<file path="src/rtl/tlb_lookup_if.sv">
// Translator/TLB port bundle: lookup, write, read and INVTLB sweep channels.
// master: the requesting side (address translator / CSR unit).
// slave:  the TLB itself.
interface tlb_lookup_if #(
    parameter int unsigned TLBNUM = 16
);
    localparam int unsigned IDXW = $clog2(TLBNUM);
    localparam int unsigned EW   = 89;

    // lookup channel
    logic            s_req;
    logic            s_ready;
    logic [19:0]     s_vpn;
    logic [9:0]      s_asid;
    logic            s_valid;
    logic            s_hit;
    logic [IDXW-1:0] s_index;
    logic [19:0]     s_pfn;
    logic [1:0]      s_mat;
    logic [1:0]      s_plv;
    logic            s_d;
    logic            s_v;

    // write channel
    logic            w_en;
    logic [IDXW-1:0] w_index;
    logic [EW-1:0]   w_entry;

    // read channel
    logic            r_en;
    logic [IDXW-1:0] r_index;
    logic            r_valid;
    logic [EW-1:0]   r_entry;

    // invalidate channel
    logic            inv_req;
    logic [4:0]      inv_op;
    logic [9:0]      inv_asid;
    logic [19:0]     inv_vpn;
    logic            inv_busy;
    logic            inv_done;

    modport master (
        output s_req, s_vpn, s_asid, w_en, w_index, w_entry, r_en, r_index,
               inv_req, inv_op, inv_asid, inv_vpn,
        input  s_ready, s_valid, s_hit, s_index, s_pfn, s_mat, s_plv, s_d, s_v,
               r_valid, r_entry, inv_busy, inv_done
    );

    modport slave (
        input  s_req, s_vpn, s_asid, w_en, w_index, w_entry, r_en, r_index,
               inv_req, inv_op, inv_asid, inv_vpn,
        output s_ready, s_valid, s_hit, s_index, s_pfn, s_mat, s_plv, s_d, s_v,
               r_valid, r_entry, inv_busy, inv_done
    );
endinterface

</file>
<file path="src/rtl/tlb_lookup.sv">
// Fully-associative TLB: one-cycle registered lookup and read, write port,
// and an INVTLB sweep that visits one entry per cycle.
// Ports: clk, resetn (async active-low), bus (tlb_lookup_if.slave) carrying
// the lookup, write, read and invalidate channels.
module tlb_lookup #(
    parameter int unsigned TLBNUM = 16
) (
    input  logic          clk,
    input  logic          resetn,
    tlb_lookup_if.slave   bus
);
    localparam int unsigned IDXW = $clog2(TLBNUM);

    typedef struct packed {
        logic [18:0] vppn;
        logic [5:0]  ps;
        logic        g;
        logic [9:0]  asid;
        logic        e;
        logic [19:0] ppn0;
        logic [1:0]  plv0;
        logic [1:0]  mat0;
        logic        d0;
        logic        v0;
        logic [19:0] ppn1;
        logic [1:0]  plv1;
        logic [1:0]  mat1;
        logic        d1;
        logic        v1;
    } tlb_entry_t;

    typedef enum logic [1:0] {ST_IDLE, ST_SWEEP, ST_DONE} state_t;

    tlb_entry_t      entries [TLBNUM];
    state_t          state, state_d;
    logic [IDXW-1:0] idx;
    logic [4:0]      op_q;
    logic [9:0]      asid_q;
    logic [19:0]     vpn_q;
    logic            busy_d, done_d, sweep_clr_c;
    logic            hit_c;
    logic [IDXW-1:0] hit_idx_c;
    tlb_entry_t      hit_ent_c;
    logic            odd_c;
    logic [19:0]     pfn_c;

    // Page-size aware VA compare; only 4KB (12) and 2MB (21) pages can match.
    function automatic logic va_match(input tlb_entry_t ent, input logic [19:0] vpn);
        logic m;
        m = 1'b0;
        if (ent.ps == 6'd12)      m = (ent.vppn == vpn[19:1]);
        else if (ent.ps == 6'd21) m = (ent.vppn[18:9] == vpn[19:10]);
        return m;
    endfunction

    // Lookup match; descending scan so the lowest matching index wins.
    always_comb begin
        hit_c     = 1'b0;
        hit_idx_c = '0;
        for (int i = int'(TLBNUM) - 1; i >= 0; i--) begin
            if (entries[i].e && (entries[i].g || entries[i].asid == bus.s_asid)
                && va_match(entries[i], bus.s_vpn)) begin
                hit_c     = 1'b1;
                hit_idx_c = IDXW'(i);
            end
        end
    end

    // Odd/even page select and PFN assembly (2MB pages pass VA[20:12] through).
    always_comb begin
        hit_ent_c = entries[hit_idx_c];
        odd_c     = (hit_ent_c.ps == 6'd12) ? bus.s_vpn[0] : bus.s_vpn[9];
        pfn_c     = odd_c ? hit_ent_c.ppn1 : hit_ent_c.ppn0;
        if (hit_ent_c.ps != 6'd12) pfn_c = {pfn_c[19:9], bus.s_vpn[8:0]};
    end

    // Lookup response register; requests during a sweep are dropped.
    always_ff @(posedge clk or negedge resetn) begin
        if (!resetn) begin
            bus.s_valid <= 1'b0;
            bus.s_hit   <= 1'b0;
            bus.s_index <= '0;
            bus.s_pfn   <= '0;
            bus.s_mat   <= '0;
            bus.s_plv   <= '0;
            bus.s_d     <= 1'b0;
            bus.s_v     <= 1'b0;
        end else begin
            bus.s_valid <= bus.s_req && (state != ST_SWEEP);
            if (bus.s_req && (state != ST_SWEEP)) begin
                bus.s_hit   <= hit_c;
                bus.s_index <= hit_c ? hit_idx_c : '0;
                bus.s_pfn   <= hit_c ? pfn_c : '0;
                bus.s_mat   <= hit_c ? (odd_c ? hit_ent_c.mat1 : hit_ent_c.mat0) : 2'b00;
                bus.s_plv   <= hit_c ? (odd_c ? hit_ent_c.plv1 : hit_ent_c.plv0) : 2'b00;
                bus.s_d     <= hit_c && (odd_c ? hit_ent_c.d1 : hit_ent_c.d0);
                bus.s_v     <= hit_c && (odd_c ? hit_ent_c.v1 : hit_ent_c.v0);
            end
        end
    end

    // Read response register; reads stay live during a sweep.
    always_ff @(posedge clk or negedge resetn) begin
        if (!resetn) begin
            bus.r_valid <= 1'b0;
            bus.r_entry <= '0;
        end else begin
            bus.r_valid <= bus.r_en;
            if (bus.r_en) bus.r_entry <= entries[bus.r_index];
        end
    end

    // Entry storage: writes blocked during a sweep, sweep clears e bits.
    always_ff @(posedge clk or negedge resetn) begin
        if (!resetn) begin
            for (int i = 0; i < int'(TLBNUM); i++) entries[i] <= '0;
        end else begin
            if (bus.w_en && (state != ST_SWEEP)) entries[bus.w_index] <= bus.w_entry;
            if (sweep_clr_c) entries[idx].e <= 1'b0;
        end
    end

    // FSM state register plus registered status outputs and latched operands.
    always_ff @(posedge clk or negedge resetn) begin
        if (!resetn) begin
            state        <= ST_IDLE;
            idx          <= '0;
            op_q         <= '0;
            asid_q       <= '0;
            vpn_q        <= '0;
            bus.inv_busy <= 1'b0;
            bus.inv_done <= 1'b0;
            bus.s_ready  <= 1'b1;
        end else begin
            state        <= state_d;
            bus.inv_busy <= busy_d;
            bus.inv_done <= done_d;
            bus.s_ready  <= !busy_d;
            idx          <= (state == ST_SWEEP) ? idx + 1'b1 : '0;
            if (bus.inv_req && (state != ST_SWEEP)) begin
                op_q   <= bus.inv_op;
                asid_q <= bus.inv_asid;
                vpn_q  <= bus.inv_vpn;
            end
        end
    end

    // Next-state: an illegal op skips the sweep and completes immediately.
    always_comb begin
        state_d = state;
        case (state)
            ST_IDLE, ST_DONE: begin
                state_d = ST_IDLE;
                if (bus.inv_req) state_d = (bus.inv_op <= 5'd6) ? ST_SWEEP : ST_DONE;
            end
            ST_SWEEP: if (idx == IDXW'(TLBNUM - 1)) state_d = ST_DONE;
            default:  state_d = ST_IDLE;
        endcase
    end

    // Outputs: status flags follow the next state; per-entry invalidate predicate.
    always_comb begin
        busy_d      = (state_d == ST_SWEEP);
        done_d      = (state_d == ST_DONE);
        sweep_clr_c = 1'b0;
        if (state == ST_SWEEP) begin
            case (op_q)
                5'd0, 5'd1: sweep_clr_c = 1'b1;
                5'd2:       sweep_clr_c = entries[idx].g;
                5'd3:       sweep_clr_c = !entries[idx].g;
                5'd4:       sweep_clr_c = !entries[idx].g && entries[idx].asid == asid_q;
                5'd5:       sweep_clr_c = !entries[idx].g && entries[idx].asid == asid_q
                                          && va_match(entries[idx], vpn_q);
                5'd6:       sweep_clr_c = (entries[idx].g || entries[idx].asid == asid_q)
                                          && va_match(entries[idx], vpn_q);
                default:    sweep_clr_c = 1'b0;
            endcase
        end
    end
endmodule

</file>
<file path="src/flat_wrapper.sv">
// flat-port wrapper written by rule: the top's interface ports become plain ports
module tlb_lookup_flat 
#(
    parameter int unsigned TLBNUM = 16
)
  (clk, resetn, bus_s_req, bus_s_vpn, bus_s_asid, bus_w_en, bus_w_index, bus_w_entry, bus_r_en, bus_r_index, bus_inv_req, bus_inv_op, bus_inv_asid, bus_inv_vpn, bus_s_ready, bus_s_valid, bus_s_hit, bus_s_index, bus_s_pfn, bus_s_mat, bus_s_plv, bus_s_d, bus_s_v, bus_r_valid, bus_r_entry, bus_inv_busy, bus_inv_done);
  tlb_lookup_if #(.TLBNUM(TLBNUM)) bus_i ();
  input  logic clk;
  input  logic resetn;
  input wire logic [$bits(bus_i.s_req)-1:0] bus_s_req;
  input wire logic [$bits(bus_i.s_vpn)-1:0] bus_s_vpn;
  input wire logic [$bits(bus_i.s_asid)-1:0] bus_s_asid;
  input wire logic [$bits(bus_i.w_en)-1:0] bus_w_en;
  input wire logic [$bits(bus_i.w_index)-1:0] bus_w_index;
  input wire logic [$bits(bus_i.w_entry)-1:0] bus_w_entry;
  input wire logic [$bits(bus_i.r_en)-1:0] bus_r_en;
  input wire logic [$bits(bus_i.r_index)-1:0] bus_r_index;
  input wire logic [$bits(bus_i.inv_req)-1:0] bus_inv_req;
  input wire logic [$bits(bus_i.inv_op)-1:0] bus_inv_op;
  input wire logic [$bits(bus_i.inv_asid)-1:0] bus_inv_asid;
  input wire logic [$bits(bus_i.inv_vpn)-1:0] bus_inv_vpn;
  output wire logic [$bits(bus_i.s_ready)-1:0] bus_s_ready;
  output wire logic [$bits(bus_i.s_valid)-1:0] bus_s_valid;
  output wire logic [$bits(bus_i.s_hit)-1:0] bus_s_hit;
  output wire logic [$bits(bus_i.s_index)-1:0] bus_s_index;
  output wire logic [$bits(bus_i.s_pfn)-1:0] bus_s_pfn;
  output wire logic [$bits(bus_i.s_mat)-1:0] bus_s_mat;
  output wire logic [$bits(bus_i.s_plv)-1:0] bus_s_plv;
  output wire logic [$bits(bus_i.s_d)-1:0] bus_s_d;
  output wire logic [$bits(bus_i.s_v)-1:0] bus_s_v;
  output wire logic [$bits(bus_i.r_valid)-1:0] bus_r_valid;
  output wire logic [$bits(bus_i.r_entry)-1:0] bus_r_entry;
  output wire logic [$bits(bus_i.inv_busy)-1:0] bus_inv_busy;
  output wire logic [$bits(bus_i.inv_done)-1:0] bus_inv_done;
  assign bus_i.s_req = bus_s_req;
  assign bus_i.s_vpn = bus_s_vpn;
  assign bus_i.s_asid = bus_s_asid;
  assign bus_i.w_en = bus_w_en;
  assign bus_i.w_index = bus_w_index;
  assign bus_i.w_entry = bus_w_entry;
  assign bus_i.r_en = bus_r_en;
  assign bus_i.r_index = bus_r_index;
  assign bus_i.inv_req = bus_inv_req;
  assign bus_i.inv_op = bus_inv_op;
  assign bus_i.inv_asid = bus_inv_asid;
  assign bus_i.inv_vpn = bus_inv_vpn;
  assign bus_s_ready = bus_i.s_ready;
  assign bus_s_valid = bus_i.s_valid;
  assign bus_s_hit = bus_i.s_hit;
  assign bus_s_index = bus_i.s_index;
  assign bus_s_pfn = bus_i.s_pfn;
  assign bus_s_mat = bus_i.s_mat;
  assign bus_s_plv = bus_i.s_plv;
  assign bus_s_d = bus_i.s_d;
  assign bus_s_v = bus_i.s_v;
  assign bus_r_valid = bus_i.r_valid;
  assign bus_r_entry = bus_i.r_entry;
  assign bus_inv_busy = bus_i.inv_busy;
  assign bus_inv_done = bus_i.inv_done;
  tlb_lookup #(.TLBNUM(TLBNUM)) u_core (.clk(clk), .resetn(resetn), .bus(bus_i));
endmodule
</file>
<file path="config.mk">
export PLATFORM = sky130hd
export DESIGN_NAME = tlb_lookup_flat
export DESIGN_NICKNAME = d
export VERILOG_FILES = /design/src/rtl/tlb_lookup_if.sv /design/src/rtl/tlb_lookup.sv /design/src/flat_wrapper.sv
export SDC_FILE = /design/constraint.sdc
export NUM_CORES = 2
export LEC_CHECK = 0
export ABC_AREA = 1
export CAP_MARGIN = 40
export CORE_MARGIN = 3
export CORE_UTILIZATION = 41
export DETAILED_ROUTE_END_ITERATION = 8
export HOLD_SLACK_MARGIN = 0.05
export RECOVER_POWER = 50
export SLEW_MARGIN = 0
export SYNTH_ARGS = -nofsm -noshare
export SYNTH_HDL_FRONTEND = slang
export SYNTH_SLANG_ARGS = --single-unit
</file>
<file path="constraint.sdc">
create_clock -name clk -period 4.5 [get_ports clk]
set_clock_uncertainty 0.05 [all_clocks]
set_input_delay 1.35 -clock clk [delete_from_list [all_inputs] [get_ports clk]]
set_output_delay 1.35 -clock clk [all_outputs]
set_load 0.01 [all_outputs]
</file>
==> metrics.cfg <==
[routing]
detail_route.wl_per_cell_um=27.9
vias=104000
final_antenna_net_count=0
drc_errors=0
dr.pass1.iters=9
drt_iter0_markers=14900
vias_per_cell=6.09
routed_wl_mm=475

[synth]
syn_area_per_cell_um2=7.13
ys_types=78
synth_warnings=0
synth_top_flop_cell=dfrtp_1
synthCells=13200
ys_seq_elements=1589
syn_nets=13300
netlist_area_mm2=0.0939
synth_edf_count=0
seq_area_frac_synth_pct=42.4
async_reset_ff_share_pct=100

[clocking]
htreeDepth=4
clkTransAtPathRegs_ns=0.06
cts.sinks=1589
clockBufferDepth=3
cts_buffers=187
cts_tree=done
clkLatencyLatePin_ns=0.87
hold_buffers=0
clock-root-buffer=clkbuf_16

[min_path]
whs_path_depth=2
worstHoldPathType=reg2reg

[critical_path]
crit_type=reg2reg
start_kind=register
r2r_end=u_core.bus.s_mat[1]
cp_top_family=buffers and inverters
crit_path_frequent_cell=inv_1
crit_slowest_cell=clkbuf_1
critPathArrivalTime_ns=5.33
cp.required_ns=5.19
critPathBufInv=6
cp_max_fo=12
regToRegSetupSlack_ns=-0.14
worstSetupEndpointType=register
max_stage_delay_ns=1.15
crit_chain=inv_1 -> nor2_1 -> clkbuf_1 -> inv_1 -> nand2_2 -> inv_1 -> o21ai_4 -> clkinv_1 -> buf_12 -> nand3_1 -> nand2_1
r2r_cells=11
r2r-start=u_core.state[0]

[global_route]
grt_pass1_wl_mm=678
antenna_found_initial=15
grt-ovfl-total=0
grt_pass1_vias=96700
grt_max_degree=135
grt_util_all_layers_pct=38.7

[power]
p_comb_share_pct=29.1
vdd_ir_drop_max_mv=0.348
p_leak_nw=54.0
switching_share_pct=37.2
cellInternalPower_mw=33.6
seq_power_share_pct=39.9
powerDensity_mw_per_mm2=454
pwr-share-clk_pct=31.0
p_switching_mw=19.8

[die]
die_h_um=485
design.portCount=293
dieArea_mm2=0.235
rows=175
die_x_um=485
core_mm2=0.227
initial_core_util_pct=41.3

[sta]
finalHoldViolations=0
slew_headroom_pct=-101
setup_viol=17
fin_crit_sh_pct=103
hold_ws_ns=0.435
clock.fmax_mhz=216
tightest_slew_ns=3.01
slew_viol_final=228
setup_ws_ns=-0.139
finalCriticalPeriod_ns=4.64

[finish]
final_area_mm2=0.118
utilization_pct=51.7
drive_above_1_share_pct=14.7
syn_to_final_growth_pct=25.3
nets=14000
stdcell_count=17000

[run_status]
status=finished with violations
violations=capacitance limit, slew limit, setup timing

[place]
dp.cells=16600
placed_area_mm2=0.107
pre_cts_ws_ns=-1.67
port_buffers=291
gp_congestion=1.02
hpwl_mm=317

[run]
drv_cap=5

worst register-to-register path, delay by kind of cell, from the launching register on:
kind	cells	cell delay, ns
buffers and inverters	6	2.97
flip-flops	1	0.41
AO/OA/AOI/OAI	1	0.33
AND/OR/NAND/NOR	4	0.77
metal layers:
metal / track usage, % / routed length [µm]
met5: 0 / 383
met4: 22.5 / 32800
met3: 7.93 / 50300
met2: 58.4 / 204000
met1: 51.6 / 187000
kinds of logic after synthesis:
kind of cell	after synthesis	share of synthesized area [%]
simple gates	5476	24.4
compound gates	4013	23.0
buf+inv	1868	8.13
flops	1589	42.4
xor+xnor	178	1.67
mux	32	0.377
fa+ha+maj	4	0.0533
cells in the mapped netlist, types with 9 or more instances:
| cell | instances | area, µm² |
|---|---|---|
| a2111oi_0 | 16 | 140 |
| a211oi_1 | 14 | 105 |
| a21boi_0 | 22 | 165 |
| a21oi_1 | 641 | 3210 |
| a221oi_1 | 19 | 166 |
| a22o_1 | 19 | 166 |
| a31oi_1 | 109 | 682 |
| buf_1 | 97 | 364 |
| buf_2 | 120 | 601 |
| buf_4 | 46 | 345 |
| buf_6 | 37 | 417 |
| clkbuf_1 | 774 | 2910 |
| dfrtp_1 | 1588 | 39700 |
| inv_1 | 753 | 2830 |
| inv_2 | 31 | 116 |
| mux2_2 | 27 | 304 |
| nand2_1 | 3195 | 12000 |
| nand3_1 | 877 | 4390 |
| nand3_2 | 15 | 150 |
| nand3b_1 | 38 | 285 |
| nand4_1 | 123 | 769 |
| nor2_1 | 949 | 3560 |
| nor3_1 | 78 | 390 |
| nor4_1 | 117 | 732 |
| o2111ai_1 | 17 | 149 |
| o211ai_1 | 193 | 1450 |
| o21a_1 | 11 | 82.6 |
| o21ai_0 | 2696 | 13500 |
| o21ai_1 | 84 | 420 |
| o221ai_1 | 52 | 455 |
| o22ai_1 | 78 | 488 |
| o41ai_1 | 9 | 78.8 |
| or2_2 | 35 | 219 |
| xnor2_1 | 66 | 578 |
| xor2_1 | 111 | 972 |
layout by cell type (no fill, tap or decap), types with 38 or more instances in the layout:
master,count
nand4_1,123
nor3_1,71
nand3b_1,38
clkinv_2,39
nand2_2,54
buf_4,924
xnor2_1,58
inv_1,744
clkbuf_8,42
clkbuf_1,52
buf_6,74
nand3_1,773
clkbuf_16,208
o22ai_1,75
dfrtp_1,1586
o21ai_1,97
o21ai_0,2662
a21oi_1,638
buf_12,182
nor4_1,103
a31oi_1,108
o221ai_1,52
nand3_2,104
o211ai_1,193
clkdlybuf4s50_1,256
nand2_1,3120
xor2_1,109
nor2_1,918
power groups by stage:
stage	clock (mW)	combinational, mW	sequential, mW
finish	16.6	15.5	21.3
global route	17.3	17.1	21.6
CTS	16.7	15.1	21.1
detailed placement	0	14.8	21.3
global placement	0	14.6	21.2
floorplan	0	8.48	20.1
area by class of cell:
class	count	area, µm²
inverter	793	3100
multi-input combinational	9707	48300
fill	22000	110000
timing repair buffer	1571	16000
clock inverter	85	1200
clock buffer	264	5440
sequential	1589	39800
tap	3009	3760
antenna	9	22.5
timing repair inverter	1	11.3
how the worst max path moves through the flow:
| stage | end | depth (start not counted) | slack [ns] | from |
|---|---|---|---|---|
| 3_5_place_dp | u_core.bus.s_pfn[17] | 29 | -1.67 | bus_s_asid[2] |
| 3_3_place_gp | u_core.bus.s_pfn[9] | 29 | -2.04 | bus_s_vpn[17] |
| 2_1_floorplan | u_core.bus.s_d | 19 | 0.40 | bus_s_asid[9] |
| 6_report | u_core.bus.s_mat[1] | 11 | -0.14 | u_core.state[0] |
| 4_1_cts | u_core.bus.s_pfn[6] | 30 | -0.02 | bus_s_vpn[1] |
| 5_1_grt | u_core.bus.s_pfn[0] | 33 | -0.05 | bus_s_vpn[1] |
per-stage QoR:
stage	total power, mW	TNS (ns)
6_report	53.4	-2.03
5_1_grt	56.0	-0.178
4_1_cts	52.9	-0.0276
3_5_place_dp	36.1	-44.52
3_3_place_gp	35.7	-63.04
2_1_floorplan	28.5	0
repair_timing:
action,CTS,global route
setup endpoints to repair,42,42
resized for setup,253,343
pin swaps,41,140
buffers inserted,43,31
cloned,20,22
Note: power is estimated with default switching activity, not from simulation.
